$ cat src/rtl/fifo_ext_pkg.sv
// Shared constants and elaboration helpers for the fifo_ext buffer.
package fifo_ext_pkg;

    localparam string SHOWAHEAD_ON  = "ON";
    localparam string SHOWAHEAD_OFF = "OFF";

    function automatic int unsigned depth_of(input int unsigned awidth);
        return 32'd1 << awidth;
    endfunction

    function automatic bit af_lvl_ok(input int unsigned lvl, input int unsigned awidth);
        return (lvl >= 32'd1) && (lvl <= depth_of(awidth));
    endfunction

    function automatic bit ae_lvl_ok(input int unsigned lvl, input int unsigned awidth);
        return lvl <= (depth_of(awidth) - 32'd1);
    endfunction

endpackage

$ cat src/rtl/fifo_ext_ram.sv
// Simple dual-port synchronous RAM with a registered, enabled read port.
// A read of the address being written in the same cycle returns the new word.
module fifo_ext_ram
    import fifo_ext_pkg::*;
#(
    parameter int unsigned DWIDTH = 8,
    parameter int unsigned AWIDTH = 4
) (
    input  logic              clk_i,
    input  logic              arst_i,
    input  logic              we_i,
    input  logic [AWIDTH-1:0] waddr_i,
    input  logic [DWIDTH-1:0] wdata_i,
    input  logic              re_i,
    input  logic [AWIDTH-1:0] raddr_i,
    output logic [DWIDTH-1:0] rdata_o
);

    localparam int unsigned DEPTH = depth_of(AWIDTH);

    logic [DWIDTH-1:0] mem [DEPTH];

    always_ff @(posedge clk_i) begin
        if (we_i) begin
            mem[waddr_i] <= wdata_i;
        end
    end

    // Only the output register is reset; the array keeps its contents.
    always_ff @(posedge clk_i or posedge arst_i) begin
        if (arst_i) begin
            rdata_o <= '0;
        end else if (re_i) begin
            rdata_o <= (we_i && (waddr_i == raddr_i)) ? wdata_i : mem[raddr_i];
        end
    end

endmodule

$ cat src/rtl/fifo_ext.sv
// Single-clock FIFO with fill count, threshold flags and showahead option.
// Optional sticky overflow/underflow flags when FIFO_EXT_ERR_FLAGS_EN is defined.
module fifo_ext
    import fifo_ext_pkg::*;
#(
    parameter int unsigned DWIDTH    = 8,
    parameter int unsigned AWIDTH    = 4,
    parameter string       SHOWAHEAD = "ON",
    parameter int unsigned AF_LVL    = 12,
    parameter int unsigned AE_LVL    = 2
) (
    input  logic              clk_i,
    input  logic              arst_i,
    input  logic              wrreq_i,
    input  logic [DWIDTH-1:0] data_i,
    input  logic              rdreq_i,
    output logic [DWIDTH-1:0] q_o,
    output logic              empty_o,
    output logic              full_o,
    output logic              almost_full_o,
    output logic              almost_empty_o,
    output logic [AWIDTH:0]   usedw_o
`ifdef FIFO_EXT_ERR_FLAGS_EN
    ,
    input  logic              err_clr_i,
    output logic              ovf_o,
    output logic              udf_o
`endif
);

    localparam int unsigned DEPTH = depth_of(AWIDTH);
    localparam int unsigned UW    = AWIDTH + 1;
    localparam bit          SA_ON = (SHOWAHEAD == SHOWAHEAD_ON);

    if (!af_lvl_ok(AF_LVL, AWIDTH)) begin : g_af_lvl_illegal
        $error("fifo_ext: AF_LVL must be within 1..DEPTH");
    end
    if (!ae_lvl_ok(AE_LVL, AWIDTH)) begin : g_ae_lvl_illegal
        $error("fifo_ext: AE_LVL must be within 0..DEPTH-1");
    end
    if ((SHOWAHEAD != SHOWAHEAD_ON) && (SHOWAHEAD != SHOWAHEAD_OFF)) begin : g_sa_illegal
        $error("fifo_ext: SHOWAHEAD must be \"ON\" or \"OFF\"");
    end

    logic [AWIDTH-1:0] wr_ptr;
    logic [AWIDTH-1:0] rd_ptr;
    logic [AWIDTH-1:0] rd_addr;
    logic              wr_en;
    logic              rd_en;
    logic              ram_re;
    logic              empty_nxt;
    logic [AWIDTH:0]   usedw_nxt;

    // Showahead looks one word ahead and holds empty for one extra edge after
    // a write into an empty FIFO, so the head word is in the read register first.
    always_comb begin
        wr_en     = wrreq_i & ~full_o;
        rd_en     = rdreq_i & ~empty_o;
        usedw_nxt = usedw_o + UW'(wr_en) - UW'(rd_en);
        rd_addr   = rd_ptr;
        ram_re    = rd_en;
        empty_nxt = (usedw_nxt == '0);
        if (SA_ON) begin
            rd_addr   = rd_ptr + AWIDTH'(rd_en);
            ram_re    = 1'b1;
            empty_nxt = (usedw_nxt == '0) || (usedw_o == '0);
        end
    end

    always_ff @(posedge clk_i or posedge arst_i) begin
        if (arst_i) begin
            wr_ptr         <= '0;
            rd_ptr         <= '0;
            usedw_o        <= '0;
            empty_o        <= 1'b1;
            full_o         <= 1'b0;
            almost_full_o  <= 1'b0;
            almost_empty_o <= 1'b1;
        end else begin
            wr_ptr         <= wr_ptr + AWIDTH'(wr_en);
            rd_ptr         <= rd_ptr + AWIDTH'(rd_en);
            usedw_o        <= usedw_nxt;
            empty_o        <= empty_nxt;
            full_o         <= (usedw_nxt == UW'(DEPTH));
            almost_full_o  <= (usedw_nxt >= UW'(AF_LVL));
            almost_empty_o <= (usedw_nxt <= UW'(AE_LVL));
        end
    end

`ifdef FIFO_EXT_ERR_FLAGS_EN
    // Sticky error flags; a new error in the clearing cycle keeps the flag set.
    always_ff @(posedge clk_i or posedge arst_i) begin
        if (arst_i) begin
            ovf_o <= 1'b0;
            udf_o <= 1'b0;
        end else begin
            if (wrreq_i && full_o) begin
                ovf_o <= 1'b1;
            end else if (err_clr_i) begin
                ovf_o <= 1'b0;
            end
            if (rdreq_i && empty_o) begin
                udf_o <= 1'b1;
            end else if (err_clr_i) begin
                udf_o <= 1'b0;
            end
        end
    end
`endif

    fifo_ext_ram #(
        .DWIDTH (DWIDTH),
        .AWIDTH (AWIDTH)
    ) u_ram (
        .clk_i   (clk_i),
        .arst_i  (arst_i),
        .we_i    (wr_en),
        .waddr_i (wr_ptr),
        .wdata_i (data_i),
        .re_i    (ram_re),
        .raddr_i (rd_addr),
        .rdata_o (q_o)
    );

endmodule

$ cat config.mk
export PLATFORM = sky130hd
export DESIGN_NAME = fifo_ext
export DESIGN_NICKNAME = d
export VERILOG_FILES = /design/src/rtl/fifo_ext_pkg.sv /design/src/rtl/fifo_ext_ram.sv /design/src/rtl/fifo_ext.sv
export SDC_FILE = /design/constraint.sdc
export NUM_CORES = 1
export LEC_CHECK = 0
export ABC_AREA = 0
export CAP_MARGIN = 25
export CORE_MARGIN = 8
export CORE_UTILIZATION = 60
export DETAILED_ROUTE_END_ITERATION = 10
export PLACE_DENSITY = 0.76
export REMOVE_ABC_BUFFERS = 1
export SYNTH_ARGS = -nofsm -noshare
export SYNTH_HDL_FRONTEND = slang
export SYNTH_HIERARCHICAL = 1
export SYNTH_SLANG_ARGS = --single-unit
$ cat constraint.sdc
create_clock -name clk_i -period 3.45 [get_ports clk_i]
set_input_delay 0.5175 -clock clk_i [delete_from_list [all_inputs] [get_ports clk_i]]
set_output_delay 0.5175 -clock clk_i [all_outputs]
set_load 0.005 [all_outputs]
Word level (Yosys, flattened, before mapping)
Memory sizes are Yosys's and may differ from the RTL's. A register that Yosys moved wholly into a read port is not among the register bits.
Cells that the tools add are included.

word-level totals
  register bits = 17
  memories kept = 1
  memory bits (writable) = 128
  output and inout bits = 17
  logic and storage cells = 24

memories
  name       words  width  read ports  clocked after Yosys merged registers in  wr ports  RTL line            source
  u_ram.mem  16     8      1           1                                        1         fifo_ext_ram.sv:21  logic [DWIDTH-1:0] mem [DEPTH];

operators by class
  add/sub/neg operators = 4
  muxes and demuxes = 2
  magnitude comparators = 2
  reductions and logical operators = 3
  bitwise logic cells = 4
  eq/ne operators = 1

operators by type and width
  kind                                                                                 number
  5-bit logical NOT                                                                    2
  4-bit by 1-bit adder with 4-bit output                                               2
  5-bit by 1-bit adder with 5-bit output                                               1
  5-bit equality test, second input constant                                           1
  5-bit by 4-bit greater-or-equal comparator with 1-bit output, second input constant  1
  5-bit by 2-bit less-or-equal comparator with 1-bit output, second input constant     1
  5-bit by 1-bit subtractor with 5-bit output                                          1
  1-bit AND                                                                            2
  1-bit 2-to-1 mux                                                                     2
  1-bit inverter                                                                       2
  1-bit logical OR                                                                     1

Logic depth before layout (Yosys ltp)
Gate-level depths: netlist of run 1.

  depth after elaboration = 6
  gate-level depth with buffers = 10
  gate-level depth less buffers = 9

Modules after synthesis
The synthesis of run 1 kept the hierarchy.

modules (own cells, without submodules)
  module        area an instance (sq um)  times used  cells each
  fifo_ext_ram  5388.9                    1           258
  fifo_ext      838.3                     1           64

Least setup slack after synthesis of run 1
No wires, ideal clock.

  kind = input to register
  start = in rdreq_i
  end = reg u_ram.rdata_o[0] (read register of u_ram.mem)
  path slack = 691 ps
  library setup time = 126 ps
  buffers on the path = 2
  arrival = 2633 ps
  stages = 10
  path through = nor2b_1 and2_1 nand3_1 xnor2_1 clkbuf_1 clkbuf_1 mux4_2 a22oi_1 nand2_1 a221o_1

on the way
  cells in the longest elaborated chain, start to end = 2

ends and longest elaborated chain
  item                                    RTL line            source
  start, declared                         fifo_ext.sv:16      input logic rdreq_i,
  1-bit AND                               fifo_ext.sv:58      rd_en = rdreq_i & ~empty_o;
  4-bit by 1-bit adder with 4-bit output  fifo_ext.sv:64      rd_addr = rd_ptr + AWIDTH'(rd_en);
  via rd_addr[3]                          fifo_ext.sv:47      logic [AWIDTH-1:0] rd_addr;
  end, declared                           fifo_ext_ram.sv:16  output logic [DWIDTH-1:0] rdata_o

The timed path passes the listed nets, and every way through them passes these cells.

Final worst setup path of run 1
  start = in rdreq_i
  end = reg u_ram.rdata_o[1] (read register of u_ram.mem)

Same word-level chain as after synthesis.

==> results of run 1 <==
==> cells in the final DEF, fill, tap and decap left out, types with 2 or more instances in the layout <==
cell type,n
mux4_2,20
mux4_1,12
nand3b_1,2
bufinv_16,3
ha_1,8
dfrtp_1,23
inv_1,10
clkdlybuf4s50_1,28
edfxtp_1,128
xor2_1,5
and2_1,2
xnor2_2,2
nand3_1,4
a221o_1,8
nor2_1,15
clkbuf_16,16
clkinvlp_4,5
a21oi_2,2
xor2_2,2
conb_1,10
buf_4,14
nand2_1,10
dfstp_2,2
buf_12,2
nor3_1,5
clkinv_2,4
nor2b_1,11
a22oi_1,15
nand2b_1,5
xnor2_1,4
clkinv_1,3
==> area by class of cell <==
| type | count | area share, % |
|---|---|---|
| sequential | 153 | 60.78 |
| multi-input combinational | 154 | 22.82 |
| timing repair buffer | 44 | 5.782 |
| inverter | 10 | 0.5102 |
| tap | 136 | 2.313 |
| clock buffer | 17 | 5.629 |
| clock inverter | 15 | 2.160 |
==> cell families after synthesis <==
logic type,after synthesis
xor+xnor,14
compound gates,31
simple gates,58
buf+inv,24
mux,32
flops,153
fa+ha+maj,9
other cells,1
==> final timing paths <==
path                                    endpoint  slack [ns]  cells after the start
worst max-delay path            u_ram/rdata_o[1]        0.82                      9
worst min-delay path            u_ram/rdata_o[5]        0.34                      2
worst max register to register  u_ram/rdata_o[1]        0.85                      8
worst min register to register         wr_ptr[3]        0.62                      1
max in group asynchronous             usedw_o[2]        2.53                      2
min in group clk_i                     wr_ptr[3]        0.62                      1
==> worst max-delay path: stages <==
cell             delay, ns
clkdlybuf4s50_1       0.44
nor2b_1               0.15
buf_4                 0.17
xor2_4                0.16
buf_12                0.28
mux4_1                0.61
a22oi_1               0.28
nand2_1               0.10
a221o_1               0.30
==> registers in the layout, indices dropped and copies added, names as in the netlist <==
register and cells:
usedw_o 5, almost_empty_o 1, empty_o 1, u_ram/mem 128
full_o 1, rd_ptr 4, u_ram/rdata_o 8, almost_full_o 1
wr_ptr 4
==> metrics by stage <==
step	cell area, um2	setup slack [ns]	setup TNS, ns	utilization (%)
6_report	7357	0.8175	0	72.24
3_3_place_gp	6784	0.3500	0	66.61
4_1_cts	7357	0.8410	0	72.24
2_1_floorplan	6162	-1.145	-8.975	-
3_5_place_dp	6784	0.2954	0	66.61
5_1_grt	7357	0.6790	0	72.24
==> metal layers <==
metal  vias to the layer above  part of all wire (%)  track usage (%)
met1                      1616                    43            22.99
met3                        10                   5.5            4.940
met5                         -                     0                0
li1                       1397                     -                -
met4                         0                   1.2            6.485
met2                        96                    51            27.83
==> power by group through the flow <==
stage / registers [uW] / logic, uW / clock network, uW
after global placement: 2530 / 2450 / 0
after global routing: 2550 / 2720 / 1890
after floorplan: 2510 / 1730 / 0
after detailed placement: 2550 / 2510 / 0
final: 2520 / 2520 / 1780
after CTS: 2520 / 2540 / 1820
==> qor.yml, run 1 <==
area_growth_pct: 18.14
fmax_ghz: 0.3799
status: "finished clean"
htreeDepth: 4
crit_type: "primary input to register"
grt_pass1_wl_um: 18290
dr.pass1.iters: 5
cts_resized: 0
dp.cells: 497
p_int_uw: 4650
antenna_found_initial: 0
min_period_over_period_pct: 76.30
grt_usage_pct: 17.64
synth_area_leaders: "edfxtp_1 (62%), dfrtp_1 (9.2%), mux4_2 (7.2%)"
port_buffers: 28
syn-cell-area_mm2: 0.006227
syn_avg_cell_area_um2: 19.34
core_area_mm2: 0.01018
crit_path_start_kind: "primary input"
overflow: 0
max_slew_margin_pct: 42.94
clk_pin_slew_ns: 0.06
yosys.area.top_type: "edfxtp_1"
p_comb_share_pct: 37.0
tightest_slew_ns: 0.8527
maxCapViolCount: 0
cts_num_sinks: 153
synth_top_family_by_area: "multiplexers"
hold_class: "primary input to asynchronous set/reset pin"
slew_viol_final: 0
crit_fanout: 34
setup_violations: 0
leakage_uw: 0.002608
fin_total_pwr_uw: 6821
root_buffer: "clkbuf_8"
grt_pass1_vias: 3136
drc: 0
yosysTopAreaCellShare_pct: 61.72
power.density_mw_per_mm2: 927.2
viasPerCell: 5.896
yosys.area_share.adder_pct: 1.929
drive_gt1_share_pct: 20.61
cp-end-kind: "register"
die_w_um: 117.9
finalHoldViolCount: 0
die-area_mm2: 0.01389
row_count: 37
fill_cells: 611
drt_wl_total_um: 11630
fin_crit_ns: 2.632
rr_startpoint: "empty_o"
worstPathArrival_ns: 3.03
postCtsSetupBuffers: 0
io_pins: 29
seqPwrFrac_pct: 37.0
cp-startpoint: "rdreq_i"
p_clk_share_pct: 26.0
initial_core_util_pct: 61.14
finClkSkew_ns: 0.007003
multiInputGateArea_mm2: 0.001679
hold-worst-slack_ns: 0.3445
required_ns: 3.85
synth_edf_count: 128
synth_compound_area_share_pct: 4.440
synthFlopType: "edfxtp_1"
clkLatencyLatePin_ns: 0.52
muxShareOfSynthArea_pct: 12.30
ant_nets: 0
seqCellArea_mm2: 0.004472
wl_per_cell_um: 21.99
clockBufferDepth: 2
synthXorXnorAreaFrac_pct: 2.331
synth-seq-cells: 153
synthTopCellsByCount: "edfxtp_1 (128), dfrtp_1 (23), mux4_2 (20)"
vias: 3119
async_flop_share_pct: 16.34
cts-hold-fix-buffers: 0
final_nets: 401
grt_setup_unrepaired: "false"
hpwl_um: 7462
grt_max_degree: 35
synth_seq_area_share_pct: 71.81
cts_made_buffers: 17
gp_congestion: 0.8193
post-synth-top-count-cell: "edfxtp_1"
netlist_instances: 322
synth-simple-area-share_pct: 4.943
switching_power_uw: 2171
layout.cells.non_filler: 529
n_antenna_cell: 0
cts_tree: "built"
sw_frac_of_total_pct: 31.83
die_h_um: 117.9
ys_warn_count: 6
ir_worst_vdd_mv: 0.6694
drt_first_iter_violations: 244
synth.distinct_cells: 39
Power figures use the tool's default switching activity.
==> inputs of run 2 (changes only) <==
==> constraint.sdc (replaced) <==
create_clock -name clk_i -period 2.55 [get_ports clk_i]
set_input_delay 0.3825 -clock clk_i [delete_from_list [all_inputs] [get_ports clk_i]]
set_output_delay 0.3825 -clock clk_i [all_outputs]
set_load 0.005 [all_outputs]
==> run 2 against run 1 <==
The flow now finishes with violations (setup timing). Sequential power grew 37%. Combinational power increased by 68%. Final area rose by 5.5%. Non-clock buffer count is 24 higher. Critical endpoint is now u_ram/rdata_o[7]. Global-route usage up 1.2 points. Largest cell class unchanged.
==> qor.yml, run 2 (synthesis gave the netlist of run 1 again) <==
fmax_ghz: 0.3888
overflow: 0
slew_viol_final: 0
cts-hold-fix-buffers: 0
die_h_um: 117.9
ir_worst_vdd_mv: 1.499
crit_type: "register to register"
drc: 0
clkLatencyLatePin_ns: 0.52
crit_path_start_kind: "register"
die_w_um: 117.9
fin_total_pwr_uw: 10360
max_slew_margin_pct: 53.99
grt_pass1_vias: 3428
row_count: 37
final_nets: 425
leakage_uw: 0.002814
cts_made_buffers: 17
violations: "setup timing"
dr.pass1.iters: 4
htreeDepth: 4
grt_pass1_wl_um: 19580
finalHoldViolCount: 0
power.density_mw_per_mm2: 1335
finClkSkew_ns: 0.008412
ant_nets: 0
crit_fanout: 6
crit_chain: "nor2b_2, buf_4, xor2_4, buf_6, buf_12, buf_12, mux4_2, a22oi_1, nand2_1, a221o_1"
clk_pin_slew_ns: 0.06
vias: 3394
seqCellArea_mm2: 0.004472
core_area_mm2: 0.01018
setup_tns_ns: -0.02233
drt_first_iter_violations: 349
die-area_mm2: 0.01389
clockBufferDepth: 2
n_antenna_cell: 0
reg_top3: "u_ram/mem: 128 flops, u_ram/rdata_o: 8 flops, usedw_o: 5 flops"
wl_per_cell_um: 25.29
area_growth_pct: 24.67
cts_num_sinks: 153
gp_congestion: 0.7389
root_buffer: "clkbuf_8"
fin_crit_ns: 2.572
tightest_slew_ns: 0.6894
largest_register_ffs: 128
grt_setup_unrepaired: "true"
final_core_util_pct: 76.23
viasPerCell: 6.137
maxCapViolCount: 0
port_buffers: 28
setup_ws_ns: -0.02233
top_register: "u_ram/mem"
hold_class: "primary input to asynchronous set/reset pin"
io_pins: 29
max_stage_delay_ns: 0.54
drt_wl_total_um: 13990
final_cell_mix: "edfxtp_1 (128), buf_4 (30), clkdlybuf4s50_1 (28)"
multiInputGateArea_mm2: 0.001747
cp_common_cell: "buf_12"
hpwl_um: 7615
grt_max_degree: 35
cp-end-kind: "register"
required_ns: 2.95
status: "finished with violations"
initial_core_util_pct: 61.14
worstPathArrival_ns: 2.97
min_period_over_period_pct: 100.9
drive_gt1_share_pct: 28.78
dp_slack_ns: -0.4523
grt_usage_pct: 18.87
fill_cells: 540
setup_violations: 1
cts_tree: "built"
layout_commonest_cell: "edfxtp_1"
antenna_found_initial: 0
slowest_stage: "dfstp_2"
## run 2: cell count changes in the layout (fill, tap and decap cells not counted), moves of 3 or more
cell,before,now
buf_4,14,30
a22oi_1,15,8
a22oi_2,1,8
clkinvlp_4,5,1
buf_12,2,5
clkbuf_16,16,19
clkinv_1,3,0
nor2b_1,11,8
nor2b_2,1,4
## run 2: worst paths after layout
| check | start | to | slack (ns) | cells past startpoint |
|---|---|---|---|---|
| worst max-delay path | empty_o | u_ram/rdata_o[7] | -0.02 | 10 |
| worst min-delay path | arst_i | u_ram/rdata_o[1] | 0.25 | 2 |
| worst max register to register | empty_o | u_ram/rdata_o[7] | -0.02 | 10 |
| worst min register to register | usedw_o[0] | empty_o | 0.59 | 3 |
| max in group asynchronous | arst_i | usedw_o[0] | 1.75 | 2 |
| min in group clk_i | usedw_o[0] | empty_o | 0.59 | 3 |
## run 2: timing repair
action | CTS | global route
resized for setup | 1 | 15
cloned | 0 | 4
endpoints found under the setup margin | 5 | 10
pin swaps | 0 | 1
setup buffers | 0 | 10
## run 2: power breakdown
| group | internal [uW] | switching, uW | leakage (uW) |
|---|---|---|---|
| logic | 2140 | 2100 | 0.00105 |
| registers | 3160 | 291 | 0.00145 |
| clock network | 1720 | 964 | 0.000309 |
| total | 7010 | 3350 | 0.00281 |
## run 2: routing by layer
| metal | wire length [um] | vias up | GRT usage (%) |
|---|---|---|---|
| li1 | - | 1446 | - |
| met1 | 5638 | 1787 | 23.81 |
| met2 | 7249 | 141 | 29.47 |
| met3 | 839 | 20 | 5.899 |
| met4 | 259 | 0 | 8.647 |
| met5 | 0 | - | 0 |
## run 2: critical path: cells and delay by family, from the launching register on
kind,cells,cell delay [ns]
flops,1,0.54
simple gates,2,0.15
buf+inv,4,0.53
xor+xnor,1,0.15
mux,1,0.52
compound gates,2,0.54
## run 2: final cells by class
| class | instances | area share, % |
|---|---|---|
| Inverter | 10 | 0.4835 |
| Sequential cell | 153 | 57.60 |
| Multi-Input combinational cell | 154 | 22.50 |
| Clock inverter | 12 | 2.562 |
| Clock buffer | 20 | 5.608 |
| Tap cell | 136 | 2.192 |
| Timing Repair Buffer | 68 | 9.057 |
## run 2: per-stage QoR
step	cells	hold WS [ns]	instance area, um2
floorplan	317	0.1982	6162
global placement	507	0.5644	6872
detailed placement	507	0.5820	6872
CTS	539	0.2426	7508
global route	553	0.2477	7764
finish	553	0.2469	7764
